**config.mk**
```make
export PLATFORM = sky130hd
export DESIGN_NAME = instr_queue
export DESIGN_NICKNAME = d
export VERILOG_FILES = /design/src/rtl/instr_queue.sv
export SDC_FILE = /design/constraint.sdc
export NUM_CORES = 1
export LEC_CHECK = 0
export CORE_UTILIZATION = 25
export CTS_BUF_LIST = sky130_fd_sc_hd__clkbuf_4
export DETAILED_ROUTE_END_ITERATION = 10
export GPL_ROUTABILITY_DRIVEN = 0
export SLEW_MARGIN = 20
export SYNTH_ARGS = -nofsm -noshare
export SYNTH_HDL_FRONTEND = slang
export SYNTH_SLANG_ARGS = --single-unit
```
**constraint.sdc**
```tcl
create_clock -name clk -period 4.2 [get_ports clk]
set_input_delay 0.63 -clock clk [delete_from_list [all_inputs] [get_ports clk]]
set_output_delay 0.63 -clock clk [all_outputs]
set_load 0.005 [all_outputs]
```
**src/rtl/instr_queue.sv**
```systemverilog
// instr_queue: instruction prefetch queue between the fetch stage and the decoder.
// It holds {instr, pc} entries in a circular buffer and moves them over a
// valid/ready handshake. A taken-branch flush drops every buffered entry.
// A saturating counter records the cycles in which fetch is stalled.
module instr_queue #(
  parameter int depth       = 4,
  parameter int instr_width = 9,
  parameter int pc_width    = 8
) (
  input  logic                     clk,
  input  logic                     start,
  input  logic                     flush,
  input  logic                     in_valid,
  input  logic [instr_width-1:0]   in_instr,
  input  logic [pc_width-1:0]      in_pc,
  output logic                     in_ready,
  output logic                     out_valid,
  output logic [instr_width-1:0]   out_instr,
  output logic [pc_width-1:0]      out_pc,
  input  logic                     out_ready,
  output logic [$clog2(depth):0]   count,
  output logic [15:0]              stall_count
);

  localparam int ptr_w = $clog2(depth);
  localparam int cnt_w = ptr_w + 1;
  localparam logic [cnt_w-1:0] full_count = cnt_w'(depth);

  logic [instr_width-1:0] mem_instr [depth];
  logic [pc_width-1:0]    mem_pc    [depth];
  logic [ptr_w-1:0]       wr_ptr;
  logic [ptr_w-1:0]       rd_ptr;
  logic                   push;
  logic                   pop;
  logic                   clear;

  // Handshake qualifiers. Ready and valid come from registered occupancy
  // only, so a full queue never accepts a word in the cycle it is drained.
  assign in_ready  = (count != full_count);
  assign out_valid = (count != '0);
  assign push      = in_valid & in_ready;
  assign pop       = out_valid & out_ready;
  assign clear     = start | flush;

  // Pointer and occupancy state. A flush or start discards the push or pop
  // presented in the same cycle.
  always_ff @(posedge clk) begin
    // NOTE: sequential state uses non-blocking assignments so every register
    // samples the pre-edge values, independent of statement order.
    if (clear) begin
      wr_ptr <= '0;
      rd_ptr <= '0;
      count  <= '0;
    end else begin
      if (push) wr_ptr <= wr_ptr + 1'b1;
      if (pop)  rd_ptr <= rd_ptr + 1'b1;
      if (push && !pop)      count <= count + 1'b1;
      else if (pop && !push) count <= count - 1'b1;
    end
  end

  // Entry storage. A word presented during a flush is not stored.
  always_ff @(posedge clk) begin
    // NOTE: the data array has no reset; occupancy alone decides which
    // entries are meaningful, so stale contents are never visible.
    if (push && !clear) begin
      mem_instr[wr_ptr] <= in_instr;
      mem_pc[wr_ptr]    <= in_pc;
    end
  end

  // Saturating count of cycles in which fetch offered a word that was refused.
  // Only start clears it; a flush leaves it untouched.
  always_ff @(posedge clk) begin
    if (start) begin
      stall_count <= '0;
    end else if (!flush && in_valid && !in_ready && stall_count != 16'hFFFF) begin
      stall_count <= stall_count + 16'd1;
    end
  end

  // Head word. The decoder sees an all-zero bubble while the queue is empty.
  always_comb begin
    // NOTE: defaults first so that every path assigns both outputs and no
    // latch is inferred.
    out_instr = '0;
    out_pc    = '0;
    if (out_valid) begin
      out_instr = mem_instr[rd_ptr];
      out_pc    = mem_pc[rd_ptr];
    end
  end

endmodule

```
# Yosys cells after proc, flatten, opt, wreduce, memory -nomap -nowiden
# Memories as Yosys holds them, arrays and structs flattened. A register that Yosys moved wholly into a read port is not among the register bits.
# Cells that the tools add are included.
# W data, S select, Z words.
dict set report classes {
  reduce_logical 13
  n_mux 10
  eq_ne 2
  add_sub_neg 5
  n_bitwise 3
}
# op n
set op_table {}
lappend op_table {{$add A16 B1 Y16 const B} 1}
lappend op_table {{$ne A16 B16 Y1 const B} 1}
lappend op_table {{$mux W9} 1}
lappend op_table {{$mux W2} 4}
lappend op_table {{$mux W8} 1}
lappend op_table {{$logic_and A1 B1 Y1} 6}
lappend op_table {{$mux W3} 2}
lappend op_table {{$logic_not A1 Y1} 5}
lappend op_table {{$add A2 B1 Y2 const B} 2}
lappend op_table {{$add A3 B1 Y3 const B} 1}
lappend op_table {{$ne A3 B3 Y1 const B} 1}
lappend op_table {{$reduce_bool A3 Y1} 1}
lappend op_table {{$sub A3 B1 Y3 const B} 1}
lappend op_table {{$and A1 B1 Y1} 2}
lappend op_table {{$mux W1} 2}
lappend op_table {{$reduce_bool A2 Y1} 1}
lappend op_table {{$or A1 B1 Y1} 1}
dict set report totals {
  ramBits 68
  n_memories 2
  in_bits 22
  ff_bits 23
}
# memory words width read_ports rd_ports_with_merged_regs write_ports line
set memory_table {}
lappend memory_table {mem_instr 4 9 1 1 1 29} ;# logic [instr_width-1:0] mem_instr [depth];
lappend memory_table {mem_pc 4 8 1 1 1 30} ;# logic [pc_width-1:0] mem_pc [depth];

# Depth between registers and ports, before layout
# Gate-level depths: netlist (run 1).
dict set report logic_depth {
  ltp_word 6
  depth_mapped 10
  mapped_depth_nobuf 8
}

# Worst setup path before layout (run 1)
# OpenSTA, ideal clock, no wires.
dict set report synth_timing {
  kind {register -> output}
  startpoint {register (tool-made name)}
  endpoint {output out_instr[0]}
  arrival_ns 1.788
  path_stages_with_launch 5
  path_buffers 2
  setup_slack_ns 1.782
  cell_sequence {dfxtp_1 > buf_2 > buf_1 > mux4_2 > and2_1}
}
# item line
set synth_rtl {}
lappend synth_rtl {{to (decl)} 18} ;# output logic [instr_width-1:0] out_instr,

==> results of run 1 <==
cells in the final DEF (no fill, tap or decap), drive strengths merged, types with 2 or more instances in the layout:
master and n:
dfxtp 25, clkdlybuf4s50 59, o31ai 6, nand4 5, edfxtp 68, ha 6, nor2 10, xor2 4
nor3 3, a21oi 15, and2 18, buf 2, or4 8, nand3 8, and3 7, or2 2
or3 6, and4 4, nor3b 2, inv 9, o21ai 5, mux4 17, mux2i 2, a211oi 2
clkbuf 10, nand2 6
worst paths after layout:
check / to / slack [ps] / cells past startpoint
max: out_pc[4] / 1030 / 4
max reg2reg: count[2]$_SDFFE_PP0P_ / 1650 / 8
min: stall_count[15]$_SDFFE_PP0P_ / 520 / 2
min reg2reg: stall_count[15]$_SDFFE_PP0P_ / 520 / 2
report_power, final:
part           internal, mW  switching [mW]  leakage (nW)
Sequential            0.997          0.0103         0.816
Combinational         0.112          0.0787         0.582
Clock                 0.198           0.317        0.0824
Total                  1.31           0.406          1.48
per-layer routing:
| metal | global-route usage [%] | wire [um] | vias up | part of all wire, % |
|---|---|---|---|---|
| met2 | 16.9 | 3750 | 69 | 48 |
| met4 | 2.98 | 99 | 0 | 1.3 |
| met1 | 13.2 | 3480 | 1140 | 45 |
| met3 | 3.19 | 405 | 10 | 5.2 |
| met5 | 0 | 0 | - | 0 |
| li1 | - | - | 1108 | - |
Yosys cell counts:
| master | n | area share [%] |
|---|---|---|
| a211oi_1 | 2 | 0.39 |
| a21oi_1 | 15 | 2.0 |
| a311oi_1 | 1 | 0.23 |
| and2_1 | 18 | 2.9 |
| and3_1 | 7 | 1.1 |
| and4_1 | 4 | 0.91 |
| buf_1 | 1 | 0.098 |
| buf_2 | 2 | 0.26 |
| buf_6 | 1 | 0.29 |
| clkbuf_1 | 10 | 0.98 |
| dfxtp_1 | 25 | 13 |
| edfxtp_1 | 68 | 53 |
| fa_1 | 1 | 0.52 |
| ha_1 | 6 | 2.0 |
| inv_1 | 5 | 0.49 |
| mux2i_1 | 2 | 0.52 |
| mux4_2 | 17 | 10 |
| nand2_1 | 6 | 0.59 |
| nand2b_1 | 1 | 0.16 |
| nand3_1 | 8 | 1.0 |
| nand3b_1 | 1 | 0.20 |
| nand4_1 | 5 | 0.81 |
| nor2_1 | 10 | 0.98 |
| nor2b_1 | 1 | 0.16 |
| nor3_1 | 3 | 0.39 |
| nor3b_1 | 2 | 0.39 |
| nor4_1 | 1 | 0.16 |
| o2111ai_1 | 1 | 0.23 |
| o21ai_0 | 5 | 0.65 |
| o31ai_1 | 6 | 1.2 |
| or2_2 | 2 | 0.33 |
| or3_1 | 6 | 0.98 |
| or3b_1 | 1 | 0.23 |
| or4_1 | 7 | 1.4 |
| or4_4 | 1 | 0.29 |
| xnor2_1 | 1 | 0.23 |
| xor2_1 | 4 | 0.91 |
sequential cells by signal, summed over array words and instances, names as in the netlist, named ones only:
register     flops
rd_ptr           2
count            3
mem_instr       36
wr_ptr           2
stall_count     16
mem_pc          32
layout make-up:
type,count,area share [%]
clock buffer,10,1.57
clock inverter,6,1.55
inverter,5,0.394
multi-input combinational,145,25.6
sequential,93,53.3
tap,184,4.83
timing repair buffer,61,12.7
worst max-delay path, stage by stage, from the launching register on:
cell and delay, ps:
dfxtp_1 600, buf_4 340, mux4_2 550, and2_1 180, clkdlybuf4s50_1 440
kinds of logic after synthesis:
group,count (synthesis)
AND/OR/NAND/NOR,84
multiplexers,19
adder cells (fa/ha/maj),7
buffers and inverters,19
XOR/XNOR,5
flip-flops,93
AO/OA/AOI/OAI,30
stage by stage:
step | hold slack (ps) | power [mW] | instances
floorplan | 471 | 1.12 | 257
global placement | 489 | 1.22 | 488
detailed placement | 491 | 1.22 | 488
CTS | 518 | 1.73 | 504
global route | 570 | 1.78 | 504
finish | 524 | 1.71 | 504
==> results.ini, run 1 <==
[outcome]
status = completed

[hold_path]
hold_class = flop to flop
min-delay-start = stall_count[15]$_SDFFE_PP0P_

[logic_synthesis]
syn_inst = 257
syn_area_mm2 = 0.00384
synth_xor_xnor_area_share_pct = 1.14
ys_types = 37
synth-compound-area-share_pct = 4.62
ys_seq_area_share_pct = 66.1
ys_seq_elements = 93
synthesis.nets = 286
yosys.area_share.simple_pct = 13.0
synth_top_family_by_area = simple AND/OR/NAND/NOR gates
synthMuxAreaShare_pct = 10.5
ys_warn_count = 0
yosys.area_share.adder_pct = 2.47
synth_area_per_cell_um2 = 15.0

[global_routing]
antenna_found_initial = 0
grt_pass1_wl_um = 12700
grt_overflow = 0
grt_pass1_vias = 2415
grt_max_degree = 21
track_usage_pct = 10.4

[timing]
final-hold-violation-count = 0
slew_violations = 0
setup_violations = 0
relSlewSlack_pct = 41.4
rsz0062_at_grt = no
finClkSkew_ps = 18.8
fmax_ghz = 0.315
worst_pin_slew_ps = 879
fin_crit_sh_pct = 75.5
setup-tns-final_ps = 0
setup_ws_ps = 1030
finalCriticalPeriod_ps = 3170

[floorplanning]
row_count = 44
io_pins = 60
fp.dieH_um = 126
dieArea_mm2 = 0.0159
initial_core_util_pct = 26.1
core_mm2 = 0.0148
die_x_um = 126

[critical_path]
r2r-start = count[0]$_SDFFE_PP0P_
cp.required_ps = 3570
cp_max_fo = 11
worst-setup-path-type = flop to primary output
critPathLaunchType = flop
crit_path_end_kind = primary output
worstPathArrival_ps = 2540

[cells_and_area]
finalNetCount = 344
fin_area_mm2 = 0.00477
multiInputGateArea_mm2 = 0.00122
final_util_pct = 32.3
drive_gt1_share_pct = 11.9
fillers = 1454
regArea_mm2 = 0.00254
syn_to_final_growth_pct = 24.0
diodes = 0

[cts]
tritoncts = yes
cts_buffers = 9
cts_resized = 0
postCtsHoldBufs = 0
numClockSinks = 93
h-tree-depth = 3
clk_latency_ps = 440
cts.clk_slew.worst_paths_ps = 150
clockBufferDepth = 2
postCtsSetupRepairBufs = 0
root_buffer = clkbuf_4

[routing]
drtIter0Drc = 130
postRouteAntennaNets = 0
drc_errors = 0
wl_um = 7740
viasPerCell = 4.62
wire_per_inst_um = 15.4
drt-pass1-iter-count = 4
dr_total_vias = 2327

[placement]
io_buffers = 59
pre_cts_ws_ps = 1260
postPlaceCellArea_mm2 = 0.00462
place_hpwl_um = 5280

[power]
cellLeakagePower_nw = 1.48
pwr_density_cell_mw_per_mm2 = 359
ir_drop_uv = 211

[flow_run]
maxCapViolCount = 0

Power figures use the tool's default switching activity.
==> run 2: changes to the inputs <==
==> constraint.sdc (replaced) <==
create_clock -name clk -period 3.07 [get_ports clk]
set_input_delay 0.4605 -clock clk [delete_from_list [all_inputs] [get_ports clk]]
set_output_delay 0.4605 -clock clk [all_outputs]
set_load 0.005 [all_outputs]
==> run 2 against run 1 <==
Core utilization rose by 0.50 points; register-to-register slack got worse by 980 ps; wire length is 0.88% lower; combinational power is 44% higher; die area is the same; cell area up 1.5%; power up 38%; via count grew 2.1%; sequential power rose by 37%; largest cell class unchanged; highest routed layer unchanged.
==> results.ini, run 2 (same netlist as run 1, synthesis figures left out) <==
[timing]
finClkSkew_ps = 22.5  ; +3.75 ps
slew_violations = 0  ; unchanged
relSlewSlack_pct = 54.8  ; +13 points
fmax_ghz = 0.374
worst_pin_slew_ps = 673  ; -207 ps
setup_violations = 0  ; unchanged
final-hold-violation-count = 0  ; unchanged
rsz0062_at_grt = no
timing.hold.ws_ps = 531  ; +6.69 ps
setup-tns-final_ps = 0  ; unchanged
finalCriticalPeriod_ps = 2670
fin_crit_sh_pct = 87.1

[routing]
wl_met1_um = 3320  ; -4.6%
viasPerCell = 4.63  ; +0.36%
wl_um = 7670  ; -0.88%
wire_per_inst_um = 15.0  ; -2.6%
postRouteAntennaNets = 0  ; unchanged
wl_met3_um = 391  ; -3.5%
routed.top_layer = met4
drtIter0Drc = 130  ; unchanged
dr_total_vias = 2377  ; +2.1%
drt-pass1-iter-count = 4  ; unchanged
drc_errors = 0  ; unchanged
wl_met2_um = 3840  ; +2.2%

[cts]
tritoncts = yes
root_buffer = clkbuf_4
cts_buffers = 9  ; unchanged
clockBufferDepth = 2  ; unchanged
h-tree-depth = 3  ; unchanged
postCtsSetupRepairBufs = 0  ; unchanged
numClockSinks = 93  ; unchanged
cts.clk_slew.worst_paths_ps = 160  ; about the same
postCtsHoldBufs = 0  ; unchanged
clk_latency_ps = 440  ; about the same
cts_resized = 0  ; unchanged

[critical_path]
cp_slowest_stage_delay_ps = 540  ; -60 ps
crit_slowest_cell = mux4_2
cp_max_fo = 11  ; unchanged
worst-setup-path-type = flop to primary output
crit_path_end_kind = primary output
worstPathArrival_ps = 2210  ; -330 ps
cp.required_ps = 2610  ; -960 ps
crit_chain = buf_4 -> mux4_2 -> and2_1 -> clkdlybuf4s50_1
critPathLaunchType = flop

[placement]
place_hpwl_um = 5050  ; -4.4%
postPlaceCellArea_mm2 = 0.00469  ; +1.5%
io_buffers = 59  ; unchanged

[cells_and_area]
final_cell_mix = edfxtp_1, clkdlybuf4s50_1, dfxtp_1
final_common_cell = edfxtp_1
fin_area_mm2 = 0.00484  ; +1.5%
reg_top3 = mem_instr (36), mem_pc (32), stall_count (16)
finalNetCount = 353  ; +2.6%
largest_reg_flops = 36  ; unchanged
syn_to_final_growth_pct = 25.9
fillers = 1467  ; +0.89%
regMostFlops = mem_instr
diodes = 0  ; unchanged
drive_gt1_share_pct = 14.3  ; +2.4 points

[global_routing]
antenna_found_initial = 0  ; unchanged
grt_overflow = 0  ; unchanged
grt_pass1_wl_um = 12500  ; -1.4%
grt_pass1_vias = 2413  ; -0.083%
track_usage_pct = 10.4  ; +0.069 points
grt_max_degree = 21  ; unchanged

[power]
power.total_mw = 2.36  ; +38%
pwr_density_cell_mw_per_mm2 = 487  ; +35%
ir_drop_uv = 216  ; +2.3%
cellLeakagePower_nw = 1.52  ; +3.0%

[floorplanning]
row_count = 44  ; unchanged
initial_core_util_pct = 26.1  ; unchanged
dieArea_mm2 = 0.0159  ; unchanged
fp.dieH_um = 126  ; unchanged
core_mm2 = 0.0148  ; unchanged
io_pins = 60  ; unchanged
die_x_um = 126  ; unchanged

[outcome]
status = completed

[hold_path]
hold_class = flop to flop

[flow_run]
maxCapViolCount = 0  ; unchanged

==> run 2: changes by cell type in the layout (fill, tap and decap cells not counted) <==
| cell | change |
|---|---|
| buf_4 | +9 |
| clkbuf_4 | -1 |
| clkinv_4 | -1 |
| clkinvlp_4 | +2 |
| inv_6 | -3 |
| inv_8 | +3 |
==> run 2: path summary, 6_finish.rpt <==
check | from | to | slack, ps | cells past startpoint
min reg2reg | stall_count[15]$_SDFFE_PP0P_ | stall_count[15]$_SDFFE_PP0P_ | 530 | 2
min | stall_count[15]$_SDFFE_PP0P_ | stall_count[15]$_SDFFE_PP0P_ | 530 | 2
max | flop | out_pc[4] | 400 | 4
max reg2reg | count[0]$_SDFFE_PP0P_ | count[2]$_SDFFE_PP0P_ | 670 | 8
==> run 2: cell type report <==
class                   instances  area, um^2  share of cell area, %
flip-flops and latches         93        2540                   52.5
multi-input cells             145        1220                   25.2
repair buffers                 70         673                   13.9
well taps                     184         230                   4.76
clock inverters                 7        87.6                   1.81
clock buffers                   9        67.6                   1.40
inverters                       5        18.8                  0.388
==> run 2: per-layer routing <==
layer / vias to the layer above / global-route usage, %
met2: 68 / 17.7
met1: 1170 / 12.4
met4: 0 / 3.61
met5: - / 0
li1: 1129 / -
met3: 10 / 3.27
==> run 2: critical path: cells and delay by family, from the launching register on <==
family        cells  cell delay, ps
mux               1             540
buf+inv           2             700
flops             1             350
simple gates      1             190
==> run 2: per-stage QoR <==
step	setup WS, ps	util, %	cells
global route	257	32.8	513
floorplan	805	-	257
detailed placement	523	31.8	497
global placement	555	31.8	497
CTS	335	32.8	513
finish	395	32.8	513
==> run 2: where the power goes <==
group / leakage (nW) / internal [mW] / switching (mW) / total (mW)
combinational: 0.630 / 0.159 / 0.114 / 0.273
clock: 0.0785 / 0.268 / 0.440 / 0.708
sequential: 0.816 / 1.36 / 0.0107 / 1.38
